<file path="src/rtl/ibex_iob_pkg.sv">
// Shared definitions for the instruction-side IOb bridge.
//   resp_tag_e : tag stored per granted fetch, selecting the response source
//   IobDataW   : IOb data width
//   IobStrbW   : IOb write-strobe width
package ibex_iob_pkg;

  typedef enum logic {
    TAG_BUS = 1'b0,
    TAG_ERR = 1'b1
  } resp_tag_e;

  localparam int unsigned IobDataW = 32;
  localparam int unsigned IobStrbW = 4;

endpackage

</file>
<file path="src/rtl/ibex_resp_order_fifo.sv">
// In-order response tag queue, MaxOutstanding entries deep, one tag per entry.
//   clk_i, rst_ni : clock, asynchronous active-low reset (empties the queue)
//   push_i        : append push_tag_i at the tail
//   push_tag_i    : tag for the new entry
//   pop_i         : drop the head entry
//   head_o        : tag at the head (TAG_BUS when empty)
//   count_o       : number of queued entries
//   any_err_o     : some queued entry is TAG_ERR
module ibex_resp_order_fifo
  import ibex_iob_pkg::*;
#(
  parameter int unsigned MaxOutstanding = 2,
  parameter int unsigned CntW           = $clog2(MaxOutstanding + 1)
) (
  input  logic            clk_i,
  input  logic            rst_ni,
  input  logic            push_i,
  input  resp_tag_e       push_tag_i,
  input  logic            pop_i,
  output resp_tag_e       head_o,
  output logic [CntW-1:0] count_o,
  output logic            any_err_o
);

  // Entry 0 is the head. Unused entries are always TAG_BUS (0), so an
  // OR-reduction over the whole vector tells whether an ERR is queued.
  logic [MaxOutstanding-1:0] tags_q, tags_d;
  logic [CntW-1:0]           count_q, count_d;

  always_comb begin
    tags_d  = tags_q;
    count_d = count_q;
    // Pop first, then push into the freed position so a simultaneous
    // push/pop keeps the count and lands the new tag at the new tail.
    if (pop_i && (count_q != '0)) begin
      tags_d  = tags_q >> 1;
      count_d = count_q - 1'b1;
    end
    if (push_i && (count_d != CntW'(MaxOutstanding))) begin
      for (int unsigned i = 0; i < MaxOutstanding; i++) begin
        if (CntW'(i) == count_d) tags_d[i] = push_tag_i;
      end
      count_d = count_d + 1'b1;
    end
  end

  always_ff @(posedge clk_i or negedge rst_ni) begin
    if (!rst_ni) begin
      tags_q  <= '0;
      count_q <= '0;
    end else begin
      tags_q  <= tags_d;
      count_q <= count_d;
    end
  end

  assign head_o    = resp_tag_e'(tags_q[0]);
  assign count_o   = count_q;
  assign any_err_o = |tags_q;

endmodule

</file>
<file path="src/rtl/ibex_instr_iob_bridge.sv">
// Instruction fetch bridge from the prefetch buffer's req/gnt/rvalid port to
// the IOb native memory interface. In-range fetches go to IOb memory;
// out-of-range fetches are answered locally with an error, in request order.
//   clk_i, rst_ni        : clock, asynchronous active-low reset
//   instr_req_i/addr_i   : fetch request and word-aligned address
//   instr_gnt_o          : request accepted this cycle
//   instr_rvalid_o/rdata_o/err_o : in-order response
//   iob_valid_o/addr_o   : IOb read request (address relative to MemBase)
//   iob_wdata_o/wstrb_o  : tied 0, read-only port
//   iob_ready_i          : IOb request accepted
//   iob_rvalid_i/rdata_i : IOb read data
//   busy_o               : responses outstanding
module ibex_instr_iob_bridge
  import ibex_iob_pkg::*;
#(
  parameter int unsigned MaxOutstanding = 2,
  parameter int unsigned AddrW          = 16,
  parameter logic [31:0] MemBase        = 32'h0000_0000,
  parameter logic [31:0] MemSize        = 32'h0001_0000
) (
  input  logic                clk_i,
  input  logic                rst_ni,
  input  logic                instr_req_i,
  input  logic [31:0]         instr_addr_i,
  output logic                instr_gnt_o,
  output logic                instr_rvalid_o,
  output logic [31:0]         instr_rdata_o,
  output logic                instr_err_o,
  output logic                iob_valid_o,
  output logic [AddrW-1:0]    iob_addr_o,
  output logic [IobDataW-1:0] iob_wdata_o,
  output logic [IobStrbW-1:0] iob_wstrb_o,
  input  logic                iob_ready_i,
  input  logic                iob_rvalid_i,
  input  logic [IobDataW-1:0] iob_rdata_i,
  output logic                busy_o
);

  localparam int unsigned CntW = $clog2(MaxOutstanding + 1);

  logic [32:0]     addr_ext, base_ext, limit_ext;
  logic [31:0]     offset;
  logic            in_range, full, err_pend, push, pop;
  logic            bus_resp, err_resp;
  resp_tag_e       head, push_tag;
  logic [CntW-1:0] count;

  // 33-bit compare so MemBase+MemSize == 2^32 does not wrap to 0.
  assign addr_ext  = {1'b0, instr_addr_i};
  assign base_ext  = {1'b0, MemBase};
  assign limit_ext = base_ext + {1'b0, MemSize};
  assign in_range  = (addr_ext >= base_ext) && (addr_ext < limit_ext);

  assign offset     = instr_addr_i - MemBase;
  assign iob_addr_o = instr_req_i ? {offset[AddrW-1:2], 2'b00} : '0;

  assign full     = (count == CntW'(MaxOutstanding));
  // No bus grant while an ERR is queued, so bus data can never arrive
  // while the head is ERR.
  assign iob_valid_o = instr_req_i & in_range & ~full & ~err_pend;
  assign instr_gnt_o = in_range ? (iob_valid_o & iob_ready_i)
                                : (instr_req_i & ~full);

  assign push     = instr_gnt_o;
  assign push_tag = in_range ? TAG_BUS : TAG_ERR;

  // Stray bus data (empty queue or ERR head) is dropped.
  assign bus_resp = busy_o && (head == TAG_BUS) && iob_rvalid_i;
  assign err_resp = busy_o && (head == TAG_ERR);
  assign pop      = bus_resp | err_resp;

  assign instr_rvalid_o = pop;
  assign instr_err_o    = err_resp;
  assign instr_rdata_o  = bus_resp ? iob_rdata_i : '0;

  assign iob_wdata_o = '0;
  assign iob_wstrb_o = '0;
  assign busy_o      = (count != '0);

  ibex_resp_order_fifo #(
    .MaxOutstanding(MaxOutstanding),
    .CntW          (CntW)
  ) u_resp_order_fifo (
    .clk_i     (clk_i),
    .rst_ni    (rst_ni),
    .push_i    (push),
    .push_tag_i(push_tag),
    .pop_i     (pop),
    .head_o    (head),
    .count_o   (count),
    .any_err_o (err_pend)
  );

endmodule
</file>
<file path="config.mk">
export PLATFORM = sky130hd
export DESIGN_NAME = ibex_instr_iob_bridge
export DESIGN_NICKNAME = d
export VERILOG_FILES = /design/src/rtl/ibex_iob_pkg.sv /design/src/rtl/ibex_resp_order_fifo.sv /design/src/rtl/ibex_instr_iob_bridge.sv
export SDC_FILE = /design/constraint.sdc
export NUM_CORES = 1
export LEC_CHECK = 0
export CORE_MARGIN = 4
export CORE_UTILIZATION = 23
export DETAILED_ROUTE_END_ITERATION = 8
export PLACE_DENSITY_LB_ADDON = 0.08
export SYNTH_ARGS = -nofsm -noshare
export SYNTH_HDL_FRONTEND = slang
export SYNTH_SLANG_ARGS = --single-unit
</file>
<file path="constraint.sdc">
create_clock -name clk_i -period 2.7 [get_ports clk_i]
set_input_delay 0.54 -clock clk_i [delete_from_list [all_inputs] [get_ports clk_i]]
set_output_delay 0.54 -clock clk_i [all_outputs]
set_load 0.02 [all_outputs]
</file>
==> reports/qor.yml, run 1 <==
outcome:
  status: "completed"
floorplan:
  die_x_um: 73.6
  top_level_ports: 158
  coreArea_um2: 4090
  die-area_um2: 5420
  die_h_um: 73.6
  rows: 23
  initial_utilization: 0.242
worst_setup_path:
  crit_arrival_ps: 2040
  slowest_stage: "clkdlybuf4s50_1"
  critPathMostFrequentCell: "nor2_1"
  crit_family: "buffers and inverters"
  r2r_cells: 10
  path_cells: "clkdlybuf4s50_1, nor4_4, nand4_2, buf_4, nor2_1, nor2_1, dlygate4sd2_1"
  start_kind: "primary input"
  rrSetupSlack_ps: 750
  worst_path_largest_cell_delay_ps: 440
  path_max_fanout: 4
  endpoint_kind: "output pin"
  crit_buf_inv: 3
  path_class: "in2out"
  r2r-end: "u_resp_order_fifo.count_o[1]$_DFF_PN0_"
  r2r-start: "u_resp_order_fifo.count_o[0]$_DFF_PN0_"
  required_ps: 2160
synth:
  ys_async_sr_fraction: 1.00
  synth_edf_count: 0
  syn-mean-instance-area_um2: 7.67
  synth-main-ff-cell: "dfrtp_1"
  ys_ff_latch: 4
  seq_area_frac_synth: 0.101
  yosys_warnings: 0
  synth.distinct_cells: 26
  syn-instance-count: 129
  netlist_area_um2: 990
cts:
  path_clk_slew_ps: 30
  cts_root_buf: "clkbuf_8"
  cts_tree: "done"
  clock_path_buffers: 2
  cts-buffers-inserted: 3
  clock_sinks: 4
  postCtsSetupBuffers: 0
  htree_levels: 1
  holdBufCountCts: 0
  worst_skew_pair.late_latency_ps: 210
place:
  place_ws_ps: -239
  dp_cells: 300
  hpwl_um: 3130
  routabilityCongestion: 0.736
  placed_area_um2: 2130
  port_buffers: 117
cells_and_area:
  instances_no_fill: 303
  antenna_cells: 0
  final_nets: 329
  drive_gt1_frac: 0.0830
  n_fill_cell: 420
  final_area_um2: 2120
  area_growth_pct: 115
  final_util: 0.520
drt:
  drc: 0
  drt-initial-drc-count: 10
  routed_wl_um: 3360
  drtAntennaViolNets: 0
  viasPerCell: 3.77
  wl_per_cell_um: 11.1
  vias: 1142
  dr.pass1.iters: 2
pwr:
  power_density_nw_per_um2: 566
  pwr-share-clk: 0.101
  total_power_mw: 1.20
  irDropWorstVdd_mv: 0.214
  internal_power_uw: 643
  power_frac_seq: 0.096
  p_sw_frac: 0.465
  pwr-share-comb: 0.803
  switchingPower_uw: 559
  p_leak_nw: 1.07
run:
  max_cap_violations: 0
sta:
  rsz0062_at_grt: "false"
  fin_setup_tns_ps: 0
  setup_viol: 0
  hold_viol_final: 0
  fin_ws_ps: 116
  fin_skew_ps: 1.98
  fmax_ghz: 0.387
  drv_slew: 0
  timing.hold.ws_ps: 525
  post-route-period-util: 0.957
  post-route-min-period_ps: 2580
global_routing:
  grt_pass1_vias: 1054
  globalRouteOverflowTotal: 0
  grt_usage: 0.109
  grt_pass1_wl_um: 4740
  grt_max_degree: 13
  antenna_found_initial: 0
worst_hold_path:
  holdCritPathClass: "in2async"
## cells in the final DEF (no fill, tap or decap), types with 2 or more instances in the layout
cell             instances
dfrtp_1                  4
nor2b_1                  2
clkbuf_8                 3
buf_4                    9
nor4_4                   2
clkdlybuf4s50_1         83
conb_1                  38
and2_1                  46
nor4_2                   2
ha_1                     5
xnor2_1                  2
inv_1                    5
dlygate4sd2_1           33
nor2_1                   4
## repair_timing
item,CTS,global route
endpoints found under the hold margin,0,0
resized for setup,34,3
gates cloned,0,0
endpoints found under the setup margin,34,1
## logic make-up (layout without fill, tap and decap cells)
logic type / count (synthesis) / count (layout) / synth area share
AO/OA/AOI/OAI: 5 / 5 / 0.0417
XOR/XNOR: 2 / 2 / 0.0177
adder cells (fa/ha/maj): 5 / 5 / 0.0632
buffers and inverters: 48 / 135 / 0.326
flip-flops: 4 / 4 / 0.101
multiplexers: 1 / 1 / 0.0101
other: 1 / 38 / 0.00379
AND/OR/NAND/NOR: 63 / 63 / 0.436
## synth_stat cells (2+ instances only)
| cell | n | area share |
|---|---|---|
| nor4_4 | 2 | 0.043 |
| xnor2_1 | 2 | 0.018 |
| and2_1 | 46 | 0.29 |
| nor4_2 | 2 | 0.025 |
| inv_1 | 5 | 0.019 |
| nor2_1 | 4 | 0.015 |
| clkbuf_1 | 4 | 0.015 |
| ha_1 | 5 | 0.063 |
| buf_4 | 38 | 0.29 |
| nor2b_1 | 2 | 0.013 |
| dfrtp_1 | 4 | 0.10 |
## flip-flops by register name, indices dropped and copies added (netlist names)
name                       cells
u_resp_order_fifo.count_o      2
u_resp_order_fifo.tags_q       2
## routing by layer
| layer | GRT usage | vias to the layer above | share of wire |
|---|---|---|---|
| li1 | - | 575 | - |
| met1 | 0.123 | 470 | 0.36 |
| met2 | 0.182 | 95 | 0.44 |
| met3 | 0.0506 | 2 | 0.19 |
| met4 | 0.0302 | 0 | 0.0074 |
| met5 | 0 | - | 0 |
## power by group through the flow
stage | Sequential (mW) | Clock [mW] | Combinational, mW
after floorplan | 0.109 | 0 | 0.619
after CTS | 0.116 | 0.124 | 0.980
after detailed placement | 0.116 | 0 | 1.05
after global routing | 0.121 | 0.130 | 1.07
final | 0.116 | 0.121 | 0.966
after global placement | 0.116 | 0 | 1.06
## worst max-delay path by stage
stage                     start          end  slack, ps  cells after the start
3_3_place_gp   instr_addr_i[31]  iob_valid_o       -250                      5
6_report       instr_addr_i[21]  instr_gnt_o        120                      7
4_1_cts        instr_addr_i[31]  iob_valid_o         60                      5
2_1_floorplan  instr_addr_i[28]  iob_valid_o        450                      3
3_5_place_dp   instr_addr_i[31]  iob_valid_o       -240                      5
5_1_grt        instr_addr_i[31]  instr_gnt_o          4                      7
## final cells by class
| class | instances | area [µm²] | share of cell area |
|---|---|---|---|
| clock buffer | 3 | 41.3 | 0.0194 |
| tap | 50 | 62.6 | 0.0294 |
| inverter | 6 | 22.5 | 0.0106 |
| sequential | 4 | 100 | 0.0471 |
| multi-input combinational | 114 | 706 | 0.332 |
| timing repair buffer | 126 | 1190 | 0.561 |
No activity file was read; power rests on OpenSTA's default activity.
==> run 2, diff against run 1 <==
Settings changed: CELL_PAD_IN_SITES_DETAIL_PLACEMENT set to 1, CELL_PAD_IN_SITES_GLOBAL_PLACEMENT set to 1, CORE_UTILIZATION 23 to 13, SKIP_CTS_REPAIR_TIMING set to 1.
==> reports/qor.yml, run 2 (synthesis gave the netlist of run 1 again) <==
drt:
  drc: 0  # unchanged
  viasPerCell: 3.37  # -11%
  dr.pass1.iters: 2  # unchanged
  drt-initial-drc-count: 21  # +11
  routed_wl_um: 4130  # +23%
  drtAntennaViolNets: 0  # unchanged
  vias: 1177  # +3.1%
  wl_per_cell_um: 11.8  # +6.5%
sta:
  post-route-period-util: 0.938  # -0.0195
  post-route-min-period_ps: 2530  # -52.6 ps
  fin_setup_tns_ps: 0  # unchanged
  hold_viol_final: 0  # unchanged
  fin_skew_ps: 0.0500  # -1.93 ps
  rsz0062_at_grt: "false"
  fmax_ghz: 0.395  # +2.1%
  drv_slew: 0  # unchanged
  fin_ws_ps: 168  # +52.6 ps
  setup_viol: 0  # unchanged
cells_and_area:
  drive_gt1_frac: 0.0680  # -0.0150
  antenna_cells: 0  # unchanged
  final_nets: 326  # -0.91%
  area_growth_pct: 133
  final_common_cell: "clkdlybuf4s50_1"
  multi_input_area_um2: 706  # unchanged
  layout_common_cells: "83 x clkdlybuf4s50_1, 46 x and2_1, 38 x conb_1"
  seq_area_um2: 100  # unchanged
  n_fill_cell: 875  # +110%
worst_setup_path:
  endpoint_kind: "output pin"
  path_max_fanout: 13  # +9
  worst_path_largest_cell_delay_ps: 620  # +180 ps
  required_ps: 2160  # about the same
  path_class: "in2out"
  r2r-start: "u_resp_order_fifo.count_o[0]$_DFF_PN0_"
  rrSetupSlack_ps: 730  # -20 ps
  start_kind: "primary input"
  path_cells: "clkdlybuf4s50_1, buf_4, and2_1, clkdlybuf4s50_1"
  r2r-end: "u_resp_order_fifo.count_o[1]$_DFF_PN0_"
  crit_arrival_ps: 1990  # -50 ps
  critPathMostFrequentCell: "clkdlybuf4s50_1"
  crit_buf_inv: 3  # unchanged
  crit_family: "buffers and inverters"
  r2r_cells: 10  # unchanged
  slowest_stage: "clkdlybuf4s50_1"
cts:
  path_clk_slew_ps: 30  # about the same
  cts-buffers-inserted: 3  # unchanged
  cts_tree: "done"
  clock_path_buffers: 2  # unchanged
  htree_levels: 1  # unchanged
  worst_skew_pair.late_latency_ps: 220  # about the same
  clock_sinks: 4  # unchanged
  cts_root_buf: "clkbuf_8"
place:
  place_ws_ps: -205  # +34.0 ps
  hpwl_um: 3700  # +18%
  port_buffers: 117  # unchanged
  routabilityCongestion: 0.652  # -11%
floorplan:
  initial_utilization: 0.135  # -0.107
  die_h_um: 95.3  # +29%
  die_x_um: 95.3  # +29%
  die-area_um2: 9070  # +68%
  coreArea_um2: 7330  # +79%
  rows: 31  # +35%
  top_level_ports: 158  # unchanged
outcome:
  status: "completed"
pwr:
  irDropWorstVdd_mv: 0.143  # -33%
  power_density_nw_per_um2: 556  # -1.8%
  p_leak_nw: 1.48  # +38%
run:
  max_cap_violations: 0  # unchanged
global_routing:
  grt_usage: 0.0815  # -0.0273
  grt_pass1_wl_um: 5770  # +22%
  antenna_found_initial: 0  # unchanged
  globalRouteOverflowTotal: 0  # unchanged
  grt_pass1_vias: 1184  # +12%
  grt_max_degree: 33  # +20
worst_hold_path:
  holdCritPathClass: "in2async"
run 2: cell types whose count changed in the layout (fill, tap and decap cells not counted):
cell / previous run / this run
buf_4: 9 / 5
clkbuf_2: 1 / 0
dlygate4sd2_1: 33 / 0
buf_12: 0 / 1
dlymetal6s2s_1: 0 / 34
run 2: worst reg2reg max path, stage by stage, from the launching register on:
cell and delay (ps):
dfrtp_1 340, inv_1 120, ha_1 250, o21bai_2 200, nor2_1 80, a21oi_1 160
inv_1 70, ha_1 180, nor2_1 190, o21ai_2 110, mux2i_1 140
run 2: through the flow:
stage	util	total power, mW	area [µm²]	hold slack (ps)	std cells
CTS	0.303	1.33	2220	531	349
detailed placement	0.297	1.20	2180	557	346
finish	0.315	1.28	2310	527	349
global placement	0.297	1.20	2180	562	346
floorplan	-	0.728	1130	244	166
global route	0.315	1.41	2310	532	349
run 2: metal layers:
layer / up-vias / track usage / share of wire
met5: - / 0 / 0
met4: 0 / 0.0397 / 0.014
met3: 4 / 0.0316 / 0.15
met2: 95 / 0.143 / 0.47
met1: 511 / 0.0846 / 0.36
li1: 567 / - / -
run 2: how the worst max path moves through the flow:
stage / startpoint / end / slack [ps] / cells past startpoint
after floorplan: instr_addr_i[28] / iob_valid_o / 450 / 3
after global placement: instr_addr_i[28] / iob_valid_o / -180 / 5
after detailed placement: instr_addr_i[28] / iob_valid_o / -210 / 5
after CTS: instr_addr_i[28] / iob_valid_o / -210 / 5
after global routing: instr_req_i / iob_addr_o[14] / 80 / 4
final: instr_req_i / iob_addr_o[11] / 170 / 4
run 2: final cells by class:
type                            count  share of cell area
Tap cell                           99              0.0537
Sequential cell                     4              0.0434
Clock buffer                        3              0.0179
Timing Repair Buffer              123               0.569
Inverter                            6             0.00976
Multi-Input combinational cell    114               0.306
run 2: report_power, final:
| part | switching [mW] | internal (mW) |
|---|---|---|
| Combinational | 0.529 | 0.511 |
| Sequential | 0.0250 | 0.0916 |
| Clock | 0.0297 | 0.0949 |
==> run 3, diff against run 2 <==
Clock period 2.7 ns to 2.6 ns, I/O delays scaled along.
==> reports/qor.yml, run 3 (synthesis gave the netlist of run 1 again) <==
place:
  dp_cells: 347  # +0.29%
  hpwl_um: 3770  # +1.8%
  port_buffers: 117  # unchanged
  routabilityCongestion: 0.654  # +0.40%
  placed_area_um2: 2190  # +0.34%
worst_setup_path:
  path_cells: "clkdlybuf4s50_1, buf_4, and2_1, clkdlybuf4s50_1"
  required_ps: 2080  # -80 ps
  crit_arrival_ps: 1970  # -20 ps
  start_kind: "primary input"
  path_max_fanout: 13  # unchanged
  critPathMostFrequentCell: "clkdlybuf4s50_1"
  slowest_stage: "clkdlybuf4s50_1"
  worst_path_largest_cell_delay_ps: 630  # about the same
  r2r-start: "u_resp_order_fifo.count_o[0]$_DFF_PN0_"
  path_class: "in2out"
  r2r-end: "u_resp_order_fifo.count_o[0]$_DFF_PN0_"
  endpoint_kind: "output pin"
  r2r_cells: 10  # unchanged
  rrSetupSlack_ps: 600  # -130 ps
floorplan:
  die-area_um2: 9070  # unchanged
  coreArea_um2: 7330  # unchanged
  initial_utilization: 0.135  # unchanged
  rows: 31  # unchanged
  top_level_ports: 158  # unchanged
  die_h_um: 95.3  # unchanged
  die_x_um: 95.3  # unchanged
cts:
  cts_tree: "done"
  worst_skew_pair.late_latency_ps: 210  # about the same
  path_clk_slew_ps: 30  # about the same
  htree_levels: 1  # unchanged
  clock_sinks: 4  # unchanged
  cts-buffers-inserted: 3  # unchanged
  cts_root_buf: "clkbuf_8"
  clock_path_buffers: 2  # unchanged
cells_and_area:
  final_area_um2: 2310  # +0.33%
  n_fill_cell: 877  # +0.23%
  final_nets: 327  # +0.31%
  layout_common_cells: "83 x clkdlybuf4s50_1, 46 x and2_1, 38 x conb_1"
  area_growth_pct: 134
  antenna_cells: 0  # unchanged
  instances_no_fill: 350  # +0.29%
  drive_gt1_frac: 0.0717  # +0.00371
  final_util: 0.316  # +0.00102
  final_common_cell: "clkdlybuf4s50_1"
global_routing:
  use_met1: 0.0851  # +0.000553
  busiest_layer: "met2"
  grtUsageMet2: 0.145  # +0.00175
  use_met3: 0.0308  # -0.000789
  grt_pass1_wl_um: 5790  # +0.36%
  grt_usage: 0.0810  # -0.000465
  grt_max_degree: 33  # unchanged
  grt_pass1_vias: 1164  # -1.7%
  antenna_found_initial: 0  # unchanged
  globalRouteOverflowTotal: 0  # unchanged
drt:
  drc: 0  # unchanged
  routed_wl_um: 4290  # +3.9%
  dr.pass1.iters: 3  # +1
  wl_per_cell_um: 12.2  # +3.6%
  drt-initial-drc-count: 12  # -43%
  drtAntennaViolNets: 0  # unchanged
  viasPerCell: 3.37  # about the same
  vias: 1180  # +0.25%
sta:
  rsz0062_at_grt: "false"
  drv_slew: 0  # unchanged
  fin_skew_ps: 1.29  # +1.24 ps
  hold_viol_final: 0  # unchanged
  setup_viol: 0  # unchanged
  post-route-min-period_ps: 2490
  post-route-period-util: 0.958
  timing.hold.ws_ps: 505  # -21.7 ps
  fmax_ghz: 0.401
run:
  max_cap_violations: 0  # unchanged
outcome:
  status: "completed"
pwr:
  irDropWorstVdd_mv: 0.152  # +6.1%
  power_density_nw_per_um2: 577  # +3.8%
  p_leak_nw: 1.49  # +0.32%
  total_power_mw: 1.33  # +4.1%
worst_hold_path:
  holdCritPathClass: "in2async"
## run 3: changes by cell type in the layout (fill, tap and decap cells not counted)
cell   previous run  this run
buf_4             5         6
## run 3: cell type report
type                    instances  area (µm²)  share of cell area
repair buffers                124        1320               0.571
multi-input cells             114         706               0.305
well taps                      99         124              0.0535
flip-flops and latches          4         100              0.0432
clock buffers                   3        41.3              0.0178
inverters                       6        22.5             0.00973
## run 3: report_power, final
| part | internal, mW | switching (mW) |
|---|---|---|
| Sequential | 0.0951 | 0.0259 |
| Combinational | 0.532 | 0.555 |
| Clock | 0.0984 | 0.0288 |
| Total | 0.725 | 0.609 |
## run 3: routing by layer
metal,vias to the layer above,share of wire
li1,570,-
met1,515,0.35
met2,93,0.48
met3,2,0.16
met4,0,0.0065
met5,-,0
## run 3: worst max-delay path: cells and delay by family
family,cells,cell delay [ps]
buf+inv,3,1320
simple gates,1,130
## run 3: worst max-delay path by stage
stage | slack (ps) | from | cells past startpoint | to
2_1_floorplan | 390 | instr_addr_i[28] | 3 | iob_valid_o
3_3_place_gp | -250 | instr_addr_i[28] | 5 | iob_valid_o
3_5_place_dp | -250 | instr_addr_i[23] | 5 | iob_valid_o
4_1_cts | -250 | instr_addr_i[23] | 5 | iob_valid_o
5_1_grt | 0.8 | instr_req_i | 4 | iob_addr_o[11]
6_report | 110 | instr_req_i | 4 | iob_addr_o[10]
## run 3: through the flow
step	setup slack (ps)	setup TNS, ps
detailed placement	-251	-6870
finish	109	0
CTS	-251	-7260
global placement	-247	-6780
global route	0.846	0
floorplan	386	0
